### src/rtl/regfile_pkg.sv
// Shared constants and types for the parametrised integer register file.
package regfile_pkg;

  localparam int XLEN_DEF  = 32;
  localparam int NREGS_DEF = 32;
  localparam int AW_DEF    = $clog2(NREGS_DEF);
  localparam int REG_ZERO  = 0;

  typedef logic [AW_DEF-1:0]   reg_idx_t;
  typedef logic [XLEN_DEF-1:0] xword_t;

endpackage

### src/rtl/regfile_scoreboard.sv
// Per-register busy scoreboard: flush beats write-back, and allocation beats
// write-back when both target the same register.
module regfile_scoreboard
  import regfile_pkg::*;
#(
  parameter int NREGS = NREGS_DEF,
  parameter int AW    = $clog2(NREGS)
) (
  input  logic             clk,
  input  logic             rst_n,
  input  logic             wr_en_i,
  input  logic [AW-1:0]    wr_idx_i,
  input  logic             alloc_en_i,
  input  logic [AW-1:0]    alloc_idx_i,
  input  logic             flush_i,
  output logic [NREGS-1:0] busy_o
);

  logic [NREGS-1:0] busy_q, busy_d;

  // NOTE: start from the held value so every path assigns busy_d; no latch.
  always_comb begin
    busy_d = busy_q;
    if (flush_i) begin
      busy_d = '0;
    end else begin
      if (wr_en_i && (wr_idx_i != AW'(REG_ZERO))) busy_d[wr_idx_i] = 1'b0;
      if (alloc_en_i && (alloc_idx_i != AW'(REG_ZERO))) busy_d[alloc_idx_i] = 1'b1;
    end
    busy_d[REG_ZERO] = 1'b0;
  end

  // NOTE: non-blocking assignment for flops so all state updates on the same edge.
  always_ff @(posedge clk or negedge rst_n) begin
    if (!rst_n) busy_q <= '0;
    else        busy_q <= busy_d;
  end

  assign busy_o = busy_q;

endmodule

### src/rtl/regfile_param.sv
// Parametrised multi-read-port register file with hardwired zero register and
// busy scoreboard. Define REGFILE_BYPASS_EN for same-cycle write-through reads.
module regfile_param
  import regfile_pkg::*;
#(
  parameter int             XLEN    = XLEN_DEF,
  parameter int             NREGS   = NREGS_DEF,
  parameter int             NRP     = 2,
  parameter int             RST_IDX = 5,
  parameter logic [XLEN-1:0] RST_VAL = XLEN'(4),
  localparam int            AW      = $clog2(NREGS)
) (
  input  logic                clk,
  input  logic                rst_n,
  input  logic                RegWrite,
  input  logic [AW-1:0]       wr,
  input  logic [XLEN-1:0]     wd,
  input  logic [NRP*AW-1:0]   rr,
  output logic [NRP*XLEN-1:0] rd,
  output logic [NRP-1:0]      rd_busy,
  input  logic                alloc_en,
  input  logic [AW-1:0]       alloc_reg,
  input  logic                flush,
  output logic [NREGS-1:0]    busy_vec
);

  logic [XLEN-1:0] regs_q [NREGS];
  logic            we;

  // Register 0 is never written, so its reset value of zero is permanent.
  assign we = RegWrite && (wr != AW'(REG_ZERO));

  // NOTE: the storage array is reset deliberately, since software relies on
  // known contents after reset; this rules out a RAM macro.
  always_ff @(posedge clk or negedge rst_n) begin
    if (!rst_n) begin
      for (int i = 0; i < NREGS; i++)
        regs_q[i] <= ((RST_IDX != 0) && (i == RST_IDX)) ? RST_VAL : '0;
    end else if (we) begin
      regs_q[wr] <= wd;
    end
  end

  regfile_scoreboard #(
    .NREGS (NREGS),
    .AW    (AW)
  ) u_scoreboard (
    .clk         (clk),
    .rst_n       (rst_n),
    .wr_en_i     (RegWrite),
    .wr_idx_i    (wr),
    .alloc_en_i  (alloc_en),
    .alloc_idx_i (alloc_reg),
    .flush_i     (flush),
    .busy_o      (busy_vec)
  );

  for (genvar p = 0; p < NRP; p++) begin : g_rd
    logic [AW-1:0] idx;
    assign idx = rr[p*AW +: AW];
`ifdef REGFILE_BYPASS_EN
    logic hit;
    assign hit                 = we && (idx == wr);
    assign rd[p*XLEN +: XLEN]  = hit ? wd : regs_q[idx];
    assign rd_busy[p]          = hit ? (alloc_en && !flush && (alloc_reg == wr))
                                     : busy_vec[idx];
`else
    assign rd[p*XLEN +: XLEN]  = regs_q[idx];
    assign rd_busy[p]          = busy_vec[idx];
`endif
  end

endmodule

### config.mk
export PLATFORM = sky130hd
export DESIGN_NAME = regfile_param
export DESIGN_NICKNAME = d
export VERILOG_FILES = /design/src/rtl/regfile_pkg.sv /design/src/rtl/regfile_scoreboard.sv /design/src/rtl/regfile_param.sv
export SDC_FILE = /design/constraint.sdc
export NUM_CORES = 2
export LEC_CHECK = 0
export BUFFER_PORTS_ARGS = -buffer_cell sky130_fd_sc_hd__clkbuf_2
export CAP_MARGIN = 20
export CORE_MARGIN = 10
export CORE_UTILIZATION = 45
export CTS_CLUSTER_SIZE = 25
export DETAILED_ROUTE_END_ITERATION = 7
export PLACE_DENSITY = 0.67
export SLEW_MARGIN = 20
export SYNTH_ARGS = -nofsm -noshare
export SYNTH_HDL_FRONTEND = slang
export SYNTH_HIERARCHICAL = 1
export SYNTH_SLANG_ARGS = --single-unit
### constraint.sdc
create_clock -name clk -period 2.9 [get_ports clk]
set_clock_uncertainty 0.1 [all_clocks]
set_input_delay 0.145 -clock clk [delete_from_list [all_inputs] [get_ports clk]]
set_output_delay 0.145 -clock clk [all_outputs]
set_load 0.02 [all_outputs]
-- After elaboration in Yosys (flattened, before gate mapping)
Cells that the tools add are included.
- bits in registers: 1055
- logic and storage cells: 77
- output and inout bits: 98
- bits of input ports: 57
- magnitude comparators: 10
- bitwise gates (word level): 6
- mux-type cells: 21
- reductions and logical operators: 7
- operator list (operator ; number):
    1024-bit bitwise mux ; 1
    32-bit binary-select mux with 5-bit select ; 2
    32-bit two-way mux ; 9
    32-bit demux with 5-bit select ; 1
    32-bit AND ; 1
    32-bit NOT ; 1
    32-bit bitwise OR ; 1
    5-bit by 6-bit < comparator with 1-bit output, second input constant ; 4
    6-bit >= comparator, second input constant ; 3
    5-bit NOT with 6-bit output ; 3
    1-bit binary-select mux with 5-bit select ; 2
    1-bit demux with 5-bit select ; 2
    5-bit by 1-bit >= comparator with 1-bit output, second input constant ; 2
    5-bit nonzero test ; 2
    6-bit by 1-bit < comparator with 1-bit output, second input constant ; 1
    1-bit logical AND ; 5
    1-bit two-way mux ; 4

-- Depth between registers and ports, before layout
- depth in word-level cells: 11
- gate-level depth with buffers: 8
- mapped depth without buffers: 5

-- Cells and area by module
Netlist, hierarchy kept.
- modules (own cells, without submodules) (module ; sequential area each (µm²) ; times used ; area each (µm²) ; cells an instance):
    regfile_param ; 25625.8 ; 1 ; 56516.7 ; 4679
    regfile_scoreboard ; 775.7 ; 1 ; 1520.2 ; 158

-- Worst setup path before layout
No wires, ideal clock.
- path kind: in2out
- start point: input rr[1]
- end point: output rd_busy[0]
- setup slack: 1255 ps
- buffers on the path: 4
- arrival: 1400 ps
- stages on the path: 8
- data required time: 2655 ps
- cell sequence: buf_2 buf_4 buf_4 buf_4 mux2i_1 a22oi_1 a31oi_1 nand3_1
- longest elaborated chain between the ends: 2
- RTL lines (what ; RTL line ; text):
    from (decl) ; regfile_param.sv:18 ; input logic [NRP*AW-1:0] rr,
    1-bit binary-select mux with 5-bit select ; regfile_param.sv:69 ; assign rd_busy[p] = busy_vec[idx];
    1-bit two-way mux (not written as such) ; regfile_param.sv:69 ;
    to (decl) ; regfile_param.sv:20 ; output logic [NRP-1:0] rd_busy,
No other way between the ends. The select of a mux whose other input is x is not followed.

-- Final worst setup path
- start point: register regs_q[951] (netlist bit)
- end point: output rd[23]
- longest elaborated chain between the ends: 3
- RTL lines (what ; RTL line ; text):
    from (decl) ; regfile_param.sv:27 ; logic [XLEN-1:0] regs_q [NREGS];
    from (signal, indexed assignment) ; regfile_param.sv:38 ; regs_q[i] <= ((RST_IDX != 0) && (i == RST_IDX)) ? RST_VAL : '0;
    from (signal, indexed assignment) ; regfile_param.sv:40 ; regs_q[wr] <= wd;
    32-bit binary-select mux with 5-bit select ; regfile_param.sv:68 ; assign rd[p*XLEN +: XLEN] = regs_q[idx];
    32-bit two-way mux (not written as such) (2 in series) ; regfile_param.sv:68 ;
    to (decl) ; regfile_param.sv:19 ; output logic [NRP*XLEN-1:0] rd,
No other way between the ends. The select of a mux whose other input is x is not followed.

==> run metrics <==
vias in the first global route 42,100; CTS Root Cell clkbuf_16; FF-to-FF Start u_scoreboard/busy_o[16]; Worst Reg-to-Reg Cells 3; Slowest cell on crit path a31oi_1; PortBufs approximately 150; fraction of layout instances using a drive strength above 1 around a third; Sum Neg Setup Slack 0 ns; Synth Flop Type dfrtp_1; Detailed Route WL about 180,000 um; RSZ-0062 raised after global routing no; Leak Pwr between 0.03 and 0.04 uW; final setup fails 0; worst skew pair latency roughly 0.7 ns; Max Cap Violations 0; status finished clean; maximum VDD drop between 500 and 600 uV; Final nets just under 5,000; Post-synth EDFFs 0; DRT Pass-1 Iters 5; Fmax achieved 376 MHz; CTS tree done; hpwl dp 113,000 um; largest cells by area after synthesis dfrtp_1, mux2_2, mux2i_1; Final period util between 90% and 100%; WP data required about 2.7 ns; Syn Nets 4,894; Worst-Margin Slew approximately 0.82 ns; max-slew violations 0; post-synthesis register bit count between 1,000 and 1,500; Min-Delay Path Class in2reg; P&R area growth vs syn 12.3%; Critical Path AT around 2.4 ns; cts repair resizes 0; Synth area leader dfrtp_1; num rows between 100 and 150; total track usage around 25%; WS Path Type reg2out; clock-pin slew on the worst setup and hold paths ~0.06 ns; CP Max Fanout 3; pwr dens approximately 660 nW/um^2; Avg Inst Size Synth roughly 12 um^2; Bufs on Longest Clock Path 3; Die Y approximately 380 um; vias 41,400; post-route ant nets 0; initial antenna violation count 9; CTS Buf Count 110; CP Launch Type register; reg2reg end u_scoreboard/busy_o[16]; synthesized instance count a little under 5,000; hold depth 2; Ports roughly 160; H-tree Lvls 3; fraction of registers with async set/reset 100%; sequential area share after synthesis a little under half; core area about 130,000 um^2; Die X 379 um; Slew headroom a little under half; Synth warnings 6; first-pass GRT wire length ~270,000 um; wire length per cell approximately 28 um; CP Cell Sequence mux2i_1, a22o_1, nor3_1, a31oi_1, nand3_1, clkbuf_2; largest net degree at the start of global routing between 100 and 150; Netlist Area Pre-Place between 50,000 and 60,000 um^2; GRT overflow 0; FF-to-FF setup slack ~1.5 ns; Tmin final 2.66 ns; DIE AREA between 100,000 and 150,000 um^2; Num Clock Sinks 1,055; DR iter-0 viols about 3,700; total power ~43,000 uW; Critical Path Sink Type output pin; Hold EP regs_q[11]; # DRC 0; initial core utilization between 40% and 50%; endpoints failing hold 0; GPL Wtd Cong 0.831; Hold Startpoint wd[11]; slowest stage delay, CP 0.47 ns; DR vias/cell 6.26; Synth top area share 45.4%; Cell variety after synth 39
-- area by class of cell --
type                    instances  area (um^2)
diodes                          3         7.51
clock buffers                 160         3290
multi-input cells            3288        29100
fillers                     11100        62700
well taps                    1662         2080
repair buffers                399         3640
flip-flops and latches       1055        26400
clock inverters                44          636
-- cells by family (layout without fill, tap and decap cells) --
logic type | after synthesis | in the layout | synth area share [%]
AO/OA/AOI/OAI | 656 | 656 | 7.51
buffers and inverters | 494 | 603 | 4.50
flip-flops | 1055 | 1055 | 45.5
multiplexers | 2048 | 2048 | 37.5
other | 1 | 4 | 0.00646
AND/OR/NAND/NOR | 583 | 583 | 5.03
-- through the flow --
| step | area (um^2) | setup slack [ns] | util, % | hold slack [ns] | instances |
|---|---|---|---|---|---|
| after global placement | 61000 | 0.449 | 47.7 | 0.0306 | 6378 |
| after floorplan | 58000 | 1.26 | - | -0.251 | 4837 |
| final | 65200 | 0.241 | 51.0 | 0.0481 | 6611 |
| after CTS | 65200 | 0.246 | 51.0 | 0.00382 | 6608 |
| after global routing | 65200 | 0.198 | 51.0 | 0.0966 | 6610 |
| after detailed placement | 61000 | 0.477 | 47.7 | 0.0250 | 6378 |
-- worst max-delay path by stage --
stage	startpoint	endpoint	slack, ns	cells past startpoint
finish	regs_q[951]	rd[23]	0.24	6
global route	alloc_reg[2]	u_scoreboard/busy_o[4]	0.20	7
CTS	regs_q[958]	rd[30]	0.25	6
detailed placement	rr[1]	rd[20]	0.48	9
global placement	rr[1]	rd[20]	0.45	9
floorplan	rr[1]	rd_busy[0]	1.26	8
-- worst max-delay path: cells and delay by family (launching register included) --
family                 cells  cell delay [ns]
AOI/OAI and AO/OA          2             0.62
muxes                      1             0.15
DFF                        1             0.40
buffers and inverters      1             0.23
and+or+nand+nor            2             0.32
-- per-layer routing --
layer | track usage (%) | wire [um] | up-vias
met3 | 3.63 | 11200 | 402
met5 | 0 | 35 | -
met2 | 39.4 | 84600 | 1514
li1 | - | - | 17900
met1 | 33.7 | 79500 | 21600
met4 | 11.4 | 8120 | 6
-- sequential cells by signal (all words and copies together) (netlist names) --
register,flops
u_scoreboard/busy_o,31
regs_q,1024
-- where the power goes --
group          switching [uW]  internal (uW)  leakage (uW)
clock network            6190           9180       0.00194
registers                2100          17400        0.0136
logic                    4100           4310        0.0153
-- cell usage after synthesis, drive strengths merged, types with 66 or more instances --
| cell | count |
|---|---|
| a21oi | 204 |
| a22o | 132 |
| a22oi | 198 |
| a31oi | 66 |
| buf | 277 |
| clkbuf | 217 |
| dfrtp | 1054 |
| mux2 | 992 |
| mux2i | 1056 |
| nand2 | 218 |
| nand3 | 204 |
| nor3 | 67 |
-- repair_timing --
item	in CTS	in global routing
setup endpoints to repair	0	0
buffers inserted	0	0
endpoints found under the hold margin	1046	0
hold buffers	26	0
-- layout by cell type, fill, tap and decap left out, types with 3 or more instances in the layout --
cell type	count
mux2i_1	1056
dfrtp_1	1054
mux2_2	955
a21oi_1	204
nand3_1	204
nand2_1	201
a22oi_1	198
clkbuf_2	150
buf_4	146
a22o_1	132
clkbuf_16	114
buf_12	75
nor3_1	67
a31oi_1	66
mux2_1	37
o21ai_1	29
clkbuf_8	26
o21ai_0	26
dlygate4sd3_1	25
nor2b_1	25
clkinv_2	21
clkbuf_1	20
nor2_4	18
nand2_2	17
bufinv_16	15
nand3b_1	12
or3b_1	5
nor2b_4	4
nand2b_2	4
nand4b_1	4
diode_2	3
or2_2	3
nor3b_2	3
buf_8	3
No activity file was read; power rests on OpenSTA's default activity.
